<file path="src/rtl/dmem_arb_pkg.sv">
`default_nettype none
// ============================================================================
// Module   : dmem_arb_pkg
// Purpose  : Shared encodings and helpers for the DataMemory arbiter.
// Revision : 1.0 - initial release
// ============================================================================
package dmem_arb_pkg;

  localparam logic IDLE   = 1'b0;
  localparam logic LOCKED = 1'b1;

  localparam int P_CPU = 0;
  localparam int P_LDR = 1;

  localparam logic [1:0] MISALIGN_MASK = 2'b11;

  typedef enum logic {
    ST_IDLE   = IDLE,
    ST_LOCKED = LOCKED
  } arb_state_e;

  function automatic logic is_misaligned(input logic [1:0] addr_lsb);
    return (addr_lsb & MISALIGN_MASK) != 2'b00;
  endfunction

endpackage
`default_nettype wire

</file>
<file path="src/rtl/rr_arb2.sv">
`default_nettype none
// ============================================================================
// Module   : rr_arb2
// Purpose  : Two-way round-robin picker with optional single-port mask.
// Revision : 1.0 - initial release
// ============================================================================
module rr_arb2 (
  input  logic [1:0] req,
  input  logic       prio,
  input  logic       mask_en,
  input  logic       mask_sel,
  output logic [1:0] gnt
);

  logic [1:0] req_m;

  always_comb begin
    req_m = req;
    if (mask_en) begin
      req_m = mask_sel ? (req & 2'b10) : (req & 2'b01);
    end
    // prio selects the favoured port when both contend
    if (req_m == 2'b11) begin
      gnt = prio ? 2'b10 : 2'b01;
    end else begin
      gnt = req_m;
    end
  end

endmodule
`default_nettype wire

</file>
<file path="src/rtl/dmem_arbiter.sv">
`default_nettype none
// ============================================================================
// Module   : dmem_arbiter
// Purpose  : Two-port round-robin arbiter/sequencer for DataMemory with lock.
// Revision : 1.0 - initial release
// ============================================================================
import dmem_arb_pkg::*;

module dmem_arbiter #(
  parameter int ADDR_W       = 32,
  parameter int DATA_W       = 32,
  parameter int LOCK_TIMEOUT = 16
) (
  input  logic              clk,
  input  logic              rst,
  input  logic              req0,
  input  logic              req1,
  input  logic              we0,
  input  logic              we1,
  input  logic [ADDR_W-1:0] addr0,
  input  logic [ADDR_W-1:0] addr1,
  input  logic [DATA_W-1:0] wdata0,
  input  logic [DATA_W-1:0] wdata1,
  input  logic              lock0,
  input  logic              lock1,
  output logic              gnt0,
  output logic              gnt1,
  output logic              rvalid0,
  output logic              rvalid1,
  output logic [DATA_W-1:0] rdata0,
  output logic [DATA_W-1:0] rdata1,
  output logic              err0,
  output logic              err1,
  output logic              lock_err,
  output logic [ADDR_W-1:0] mem_addr,
  output logic              mem_write,
  output logic              mem_read,
  output logic [DATA_W-1:0] mem_wdata,
  input  logic [DATA_W-1:0] mem_rdata
);

  localparam int              CNT_W    = $clog2(LOCK_TIMEOUT + 1);
  localparam logic [CNT_W-1:0] CNT_MAX  = CNT_W'(LOCK_TIMEOUT);
  localparam logic [CNT_W-1:0] CNT_WARN = CNT_W'(LOCK_TIMEOUT - 1);
  localparam logic [CNT_W-1:0] CNT_ONE  = CNT_W'(1);

  arb_state_e        state_q, state_d;
  logic              owner_q, owner_d;
  logic              prio_q, prio_d;
  logic [CNT_W-1:0]  cnt_q, cnt_d;
  logic [1:0]        rvalid_q, rvalid_d;
  logic [1:0]        err_q, err_d;
  logic [DATA_W-1:0] rdata0_q, rdata0_d;
  logic [DATA_W-1:0] rdata1_q, rdata1_d;
  logic              lock_err_q, lock_err_d;

  logic [1:0]        req_v, req_eff, gnt_v;
  logic              locked, timeout, any_gnt, win;
  logic              sel_we, sel_lock, mis, owner_req, owner_lock;
  logic [ADDR_W-1:0] sel_addr;
  logic [DATA_W-1:0] sel_wdata, resp_data;

  assign req_v   = {req1, req0};
  assign locked  = (state_q == ST_LOCKED);
  assign timeout = locked && (cnt_q == CNT_MAX);
  // forced release wins over any same-cycle owner request
  assign req_eff = timeout ? 2'b00 : req_v;

  rr_arb2 u_rr_arb2 (
    .req      (req_eff),
    .prio     (prio_q),
    .mask_en  (locked),
    .mask_sel (owner_q),
    .gnt      (gnt_v)
  );

  assign gnt0    = gnt_v[P_CPU];
  assign gnt1    = gnt_v[P_LDR];
  assign any_gnt = |gnt_v;
  assign win     = gnt_v[P_LDR];

  assign sel_we    = win ? we1    : we0;
  assign sel_lock  = win ? lock1  : lock0;
  assign sel_addr  = win ? addr1  : addr0;
  assign sel_wdata = win ? wdata1 : wdata0;
  assign mis       = is_misaligned(sel_addr[1:0]);

  assign mem_addr  = any_gnt ? sel_addr  : '0;
  assign mem_wdata = any_gnt ? sel_wdata : '0;
  assign mem_write = any_gnt &&  sel_we && !mis;
  assign mem_read  = any_gnt && !sel_we && !mis;

  assign owner_req  = owner_q ? req1  : req0;
  assign owner_lock = owner_q ? lock1 : lock0;

  always_comb begin
    state_d    = state_q;
    owner_d    = owner_q;
    prio_d     = prio_q;
    cnt_d      = cnt_q;
    lock_err_d = 1'b0;
    if (any_gnt) begin
      prio_d = ~win;
    end
    case (state_q)
      ST_IDLE: begin
        if (any_gnt && sel_lock) begin
          state_d = ST_LOCKED;
          owner_d = win;
          cnt_d   = CNT_ONE;
        end
      end
      ST_LOCKED: begin
        if (timeout || (any_gnt && !sel_lock) || (!owner_req && !owner_lock)) begin
          state_d = ST_IDLE;
          cnt_d   = '0;
          prio_d  = ~owner_q;
        end else begin
          if (cnt_q != CNT_MAX) begin
            cnt_d = cnt_q + CNT_ONE;
          end
          // flag lands in the cycle the counter sits at its limit
          lock_err_d = (cnt_q == CNT_WARN);
        end
      end
    endcase
  end

  always_comb begin
    resp_data = (any_gnt && !sel_we && !mis) ? mem_rdata : '0;
    rvalid_d  = gnt_v;
    err_d     = gnt_v & {2{mis}};
    rdata0_d  = gnt_v[P_CPU] ? resp_data : rdata0_q;
    rdata1_d  = gnt_v[P_LDR] ? resp_data : rdata1_q;
  end

  always_ff @(posedge clk or posedge rst) begin
    if (rst) begin
      state_q    <= ST_IDLE;
      owner_q    <= 1'b0;
      prio_q     <= 1'b0;
      cnt_q      <= '0;
      rvalid_q   <= 2'b00;
      err_q      <= 2'b00;
      rdata0_q   <= '0;
      rdata1_q   <= '0;
      lock_err_q <= 1'b0;
    end else begin
      state_q    <= state_d;
      owner_q    <= owner_d;
      prio_q     <= prio_d;
      cnt_q      <= cnt_d;
      rvalid_q   <= rvalid_d;
      err_q      <= err_d;
      rdata0_q   <= rdata0_d;
      rdata1_q   <= rdata1_d;
      lock_err_q <= lock_err_d;
    end
  end

  assign rvalid0  = rvalid_q[P_CPU];
  assign rvalid1  = rvalid_q[P_LDR];
  assign err0     = err_q[P_CPU];
  assign err1     = err_q[P_LDR];
  assign rdata0   = rdata0_q;
  assign rdata1   = rdata1_q;
  assign lock_err = lock_err_q;

endmodule
`default_nettype wire

</file>
<file path="config.mk">
export PLATFORM = sky130hd
export DESIGN_NAME = dmem_arbiter
export DESIGN_NICKNAME = d
export VERILOG_FILES = /design/src/rtl/dmem_arb_pkg.sv /design/src/rtl/rr_arb2.sv /design/src/rtl/dmem_arbiter.sv
export SDC_FILE = /design/constraint.sdc
export NUM_CORES = 1
export LEC_CHECK = 0
export BUFFER_PORTS_ARGS = -buffer_cell sky130_fd_sc_hd__buf_2
export CAP_MARGIN = 5
export CORE_ASPECT_RATIO = 0.6
export CORE_MARGIN = 2
export CORE_UTILIZATION = 35
export CTS_CLUSTER_SIZE = 20
export DETAILED_ROUTE_END_ITERATION = 8
export PLACE_DENSITY = 0.72
export SLEW_MARGIN = 40
export SYNTH_ARGS = -nofsm -noshare
export SYNTH_HDL_FRONTEND = slang
export SYNTH_SLANG_ARGS = --single-unit
</file>
<file path="constraint.sdc">
create_clock -name clk -period 2.8 [get_ports clk]
set_input_delay 0.14 -clock clk [delete_from_list [all_inputs] [get_ports clk]]
set_output_delay 0.14 -clock clk [all_outputs]
set_load 0.03 [all_outputs]
</file>
**Word level (Yosys, flattened, before mapping)**

Index checks and enable logic that the tools add are counted.

- Bits in read-only memories: 0
- Latch bits: 0
- Memory bits (writable): 0
- Memories kept: 0
- Output and inout bits: 137
- Input port bits: 168
- Word-level logic and storage cells: 65
- Register bits after elaboration: 77

- Mux-type cells: 26
- Div/mod/pow operators: 0
- $add $sub $neg: 1
- Eq/ne operators: 6
- $mul: 0
- $lt $le $gt $ge: 0
- Reductions and logical operators: 19
- Shifts and indexed selects: 0
- Bitwise operators: 4

Operators with widths:

| kind | number |
|---|---|
| $mux 32 | 5 |
| $mux 5 | 3 |
| $mux 1 | 11 |
| $mux 2 | 5 |
| $pmux 5 s2 | 1 |
| $logic_and 1x1->1 | 8 |
| $add 5x1->5 const B | 1 |
| $eq 5x4->1 const B | 1 |
| $eq 5x5->1 const B | 1 |
| $logic_not 1->1 | 5 |
| $ne 5x5->1 const B | 1 |
| $reduce_and 2->1 | 2 |
| $ne 3x1->1 const B | 1 |
| $not 1->1 | 3 |
| $and 2x2->2 | 1 |
| $eq 2x2->1 const B | 1 |
| $logic_or 1x1->1 | 2 |
| $ne 2x2->1 const B | 1 |
| $pmux 1 s2 | 1 |
| $reduce_bool 2->1 | 1 |
| $reduce_or 2->1 | 1 |

**Logic depth before layout (Yosys ltp)**

- Depth in word-level cells: 14
- Gate-level depth with buffers: 11

**By module**

From an unflattened synthesis, not the netlist that was laid out.

- Cells, all modules: 362
- Area, all modules: 3,946.3 um2

By module, submodules not included:

| module | area each (um2) | instances | cells an instance | seq. area each (um2) |
|---|---|---|---|---|
| dmem_arbiter | 3,905.0 | 1 | 357 | 1,926.8 |
| rr_arb2 | 41.3 | 1 | 5 | 0.0 |

**Worst setup path after synthesis**

Ideal clock, no wire load.

- Kind: register -> output
- Start: reg cnt_q[0]
- End: out mem_wdata[22]
- Cell stages (with the launch flop): 10
- Arrival: 2.228 ns
- Path buffers: 3
- Setup slack: 0.432 ns
- Required time: 2.660 ns
- Path through: dfrtp_1 inv_1 ha_1 nor4bb_1 buf_4 o22a_4 inv_2 buf_6 clkbuf_1 a22o_1

- Cells in the longest elaborated chain, start to end: 9
- Elaborated cells between the ends (all ways): 10
- Those cells by class: eq/ne: 2; mux: 6; reduce/logical: 2

Ends and longest elaborated chain:

| item | RTL line | text |
|---|---|---|
| start, declared | dmem_arbiter.sv:50 | `logic [CNT_W-1:0] cnt_q, cnt_d;` |
| start signal, assigned | dmem_arbiter.sv:152 | `cnt_q <= cnt_d;` |
| $eq 5x5->1 (*) | dmem_arbiter.sv:65 | `assign timeout = locked && (cnt_q == CNT_MAX);` |
| $logic_and 1x1->1 (*) | dmem_arbiter.sv:65 |  |
| $mux 2 (*) | dmem_arbiter.sv:67 | `assign req_eff = timeout ? 2'b00 : req_v;` |
| $mux 2 | rr_arb2.sv:20 | `req_m = mask_sel ? (req & 2'b10) : (req & 2'b01);` |
| $mux 2 (*) | rr_arb2.sv:19 | `if (mask_en) begin` |
| $eq 2x2->1 | rr_arb2.sv:23 | `if (req_m == 2'b11) begin` |
| $mux 2 (*) | rr_arb2.sv:23 |  |
| via gnt1 | dmem_arbiter.sv:27 | `output logic gnt1,` |
| $mux 32 / $reduce_or 2->1 (equally long branches) | dmem_arbiter.sv:85, dmem_arbiter.sv:79 |  |
| $mux 32 (*) | dmem_arbiter.sv:89 | `assign mem_wdata = any_gnt ? sel_wdata : '0;` |
| end, declared | dmem_arbiter.sv:38 | `output logic [DATA_W-1:0] mem_wdata,` |

Mark *: on every way through the listed nets, which the timed path passes. The rest lies on a longest branch.

**Worst setup path in the final report**

- Start: reg cnt_q[0]
- End: out mem_read

- Cells in the longest elaborated chain, start to end: 11
- Elaborated cells between the ends (all ways): 15
- Those cells by class: eq/ne: 2; mux: 6; reduce/logical: 7

Ends and longest elaborated chain:

| item | RTL line | text |
|---|---|---|
| $eq 5x5->1 (*) | dmem_arbiter.sv:65 |  |
| $logic_and 1x1->1 (*) | dmem_arbiter.sv:65 |  |
| $mux 2 (*) | dmem_arbiter.sv:67 |  |
| $mux 2 | rr_arb2.sv:20 |  |
| $mux 2 (*) | rr_arb2.sv:19 |  |
| $eq 2x2->1 | rr_arb2.sv:23 |  |
| $mux 2 (*) | rr_arb2.sv:23 |  |
| $mux 32 / $mux 1 (equally long branches) | dmem_arbiter.sv:84, dmem_arbiter.sv:82 |  |
| $reduce_bool 2->1 / $logic_not 1->1 (equally long branches) | dmem_arb_pkg.sv:23, dmem_arbiter.sv:91 |  |
| $logic_not 1->1 / $logic_and 1x1->1 (equally long branches) | dmem_arbiter.sv:91 | `assign mem_read = any_gnt && !sel_we && !mis;` |
| $logic_and 1x1->1 (*) | dmem_arbiter.sv:91 |  |
| end, declared | dmem_arbiter.sv:37 | `output logic mem_read,` |

Mark *: on every way between the ends. The rest lies on a longest branch, timed or not.

==> run summary <==
Max_cap viols = 0
H-tree depth = 3
Register area = 1930 um^2
Worst R2R Start = cnt_q[0]$_DFFE_PP0P_
Antenna violations before repair = 2
Sw Share = 49.6%
Internal power = 3.10 mW
P_sw = 3.05 mW
GP Congestion = 0.855
Utilization after layout = 54.2%
Dpl cell area = 5610 um^2
Layout cells sized above 1 = 46.7%
Detail Route Antenna Nets = 0
Max-slew violations = 0
Multi-input gate area = 1850 um^2
Crit. End Element = primary output
Clock share of power = 19.4%
Design area = 6050 um^2
Starting Density = 35.5%
Post-Syn Area = 3960 um^2
CTS tree = yes
Clk_skew = 0.00618 ns
Largest net degree at the start of global routing = 64
GR Overflow Total = 0
Layout area overhead = 52.7%
DP HPWL = 12400 um
Most common cell after layout, fill and taps aside = buf_2
Final Hold Viols = 0
Die Ht = 86.4 um
Global-route wire length before repair = 23500 um
Drt wl/cell = 18.5 um
Syn Area/Cell = 8.86 um^2
Filler cells = 1051
Die width = 141 um
Worst path required time = 2.66 ns
#FFs+latches synth = 77
Vias in the first global route = 4119
Clk root buf = clkbuf_16
Clock Pin Slew Worst Setup and Hold Paths = 0.06 ns
PwrDens = 1020 nW/um^2
Total negative slack = 0 ns
WP data arrival = 2.53 ns
Sequential element share of the synthesized area = 48.7%
Worst r2r path cells = 11
Core area = 11100 um^2
Ys Warns = 0
Max Root-Sink Buffers = 2
Hold crit path type = in -> reg
Post-Syn Nets = 618
Crit path launch = cnt_q[0]$_DFFE_PP0P_
Leak Pwr = 3.33 nW
Count of different cell masters after synthesis = 39
# rows = 30
Later-pin clock latency in the skew report = 0.34 ns
Vias = 4613
Post-Syn Instances = 447
Nets@finish = 917
Tmin final = 2.67 ns
Worst Tran Pin Value = 0.689 ns
Final Setup Violations = 0
CTS Buf Count = 9
Commonest cells after routing, fill and taps aside = 304 x buf_2, 134 x nand2_1, 76 x dfrtp_1
Status = completed
Final worst-path cycle share = 95.4%
Global-route usage over all layers = 25.6%
Critical Path Fanout Max = 7
Die Footprint = 12200 um^2
WHS Path Cells = 3
Hold_sp = mem_rdata[9]
Routed WL = 16600 um
# port buffers = 304
Residual DRC = 0
Drt first pass iters = 5
Vias per Instance = 5.14
Comb pwr share = 55.8%
Sequential share of power = 24.8%
Fmax = 375 MHz
Type of the worst setup path = reg -> out
Clock sink count = 77
RSZ-0062 raised after global routing = false
DRT iter0 DRCs = 365
Worst vdd ir = 0.455 mV
Slew margin rel. = 53.7%
Critical Path Source Type = register
Num ports = 305
## path summary, 6_finish.rpt
kind / endpoint / slack (ns)
setup / recovery: mem_read / 0.13
hold / removal: rdata0[9]$_DFFE_PP0P_ / 0.03
setup reg to reg: rdata0[3]$_DFFE_PP0P_ / 0.24
hold reg to reg: rdata0[11]$_DFFE_PP0P_ / 0.48
max in group asynchronous: rdata1[19]$_DFFE_PP0N_ / 1.81
min in group asynchronous: rdata1[5]$_DFFE_PP0N_ / 0.23
## Yosys cell counts, drive strengths merged
cell type	count	area (um^2)
nor3	1	5.00
a221o	1	10.0
a41o	1	10.0
a22o	62	543
nor2	9	33.8
nor2b	1	6.26
o31ai	3	22.5
or2	1	6.26
a221oi	2	17.5
o2111ai	1	8.76
a41oi	1	8.76
nor4	2	18.8
and3	1	6.26
buf	18	105
inv	10	37.5
o21bai	1	7.51
a21o	1	7.51
ha	3	37.5
o21a	3	22.5
xnor2	1	8.76
a211oi	1	7.51
nand2	134	503
nor4bb	1	10.0
nand2b	2	12.5
a21oi	4	20.0
nand3	5	25.0
o22a	1	17.5
o211ai	3	22.5
a2bb2oi	1	26.3
clkbuf	21	78.8
mux2i	2	20.0
dfrtp	77	1930
o221a	1	11.3
o21ai	71	355
## power by group through the flow
stage | sequential [mW] | clock [mW] | combinational [mW]
2_1_floorplan | 1.82 | 0 | 2.00
3_3_place_gp | 1.52 | 0 | 3.29
3_5_place_dp | 1.53 | 0 | 3.32
4_1_cts | 1.52 | 1.21 | 3.34
5_1_grt | 1.55 | 1.26 | 3.64
6_report | 1.52 | 1.20 | 3.43
## through the flow
stage / hold slack [ns] / setup slack (ns) / total power, mW / std cells
detailed placement: 0.0522 / 0.251 / 4.85 / 869
floorplan: 0.267 / 0.432 / 3.82 / 447
finish: 0.0313 / 0.130 / 6.15 / 897
CTS: 0.0197 / 0.00241 / 6.07 / 886
global placement: 0.0543 / 0.357 / 4.81 / 869
global route: 0.0369 / 0.00546 / 6.45 / 897
## state kept, by name, summed over array words and instances (netlist names)
| register | flops |
|---|---|
| prio_q | 1 |
| locked | 1 |
| rvalid_q | 2 |
| rdata1 | 32 |
| err_q | 2 |
| lock_err | 1 |
| rdata0 | 32 |
| cnt_q | 5 |
| owner_q | 1 |
## per-layer routing
metal	global-route usage, %	part of all wire, %
met2	39.5	47
met3	7.46	8.1
met1	35.3	44
met5	0	0
met4	7.27	1.4
## repair_timing
item / in CTS / in global routing
gates cloned: 0 / 2
hold buffers: 1 / 0
setup buffers: 0 / 7
endpoints found under the setup margin: 14 / 41
gates resized for setup: 3 / 4
pin swaps: 0 / 4
hold endpoints to repair: 9 / 0
## area by class of cell
class | count | share of cell area, %
sequential | 77 | 31.9
timing repair buffer | 326 | 28.9
inverter | 10 | 0.641
antenna | 2 | 0.0828
clock buffer | 10 | 3.79
multi-input combinational | 322 | 30.5
tap | 144 | 2.98
clock inverter | 6 | 1.18
## critical path: stages, from the launching register on
cell      delay [ns]
dfrtp_2         0.44
inv_1           0.08
ha_1            0.13
nor4bb_1        0.26
buf_4           0.18
o22a_4          0.19
inv_2           0.10
nor4_4          0.36
o21ai_4         0.14
inv_1           0.10
buf_2           0.19
## cell families (layout without fill, tap and decap cells)
kind of cell	count (synthesis)	count (layout)	synth area share (%)
AND/OR/NAND/NOR	157	157	15.8
buffers and inverters	49	352	5.59
adder cells (fa/ha/maj)	3	3	0.948
multiplexers	2	2	0.506
XOR/XNOR	1	1	0.221
flip-flops	77	77	48.7
AO/OA/AOI/OAI	158	159	28.2
other	0	2	0
Note: power is estimated with default switching activity, not from simulation.
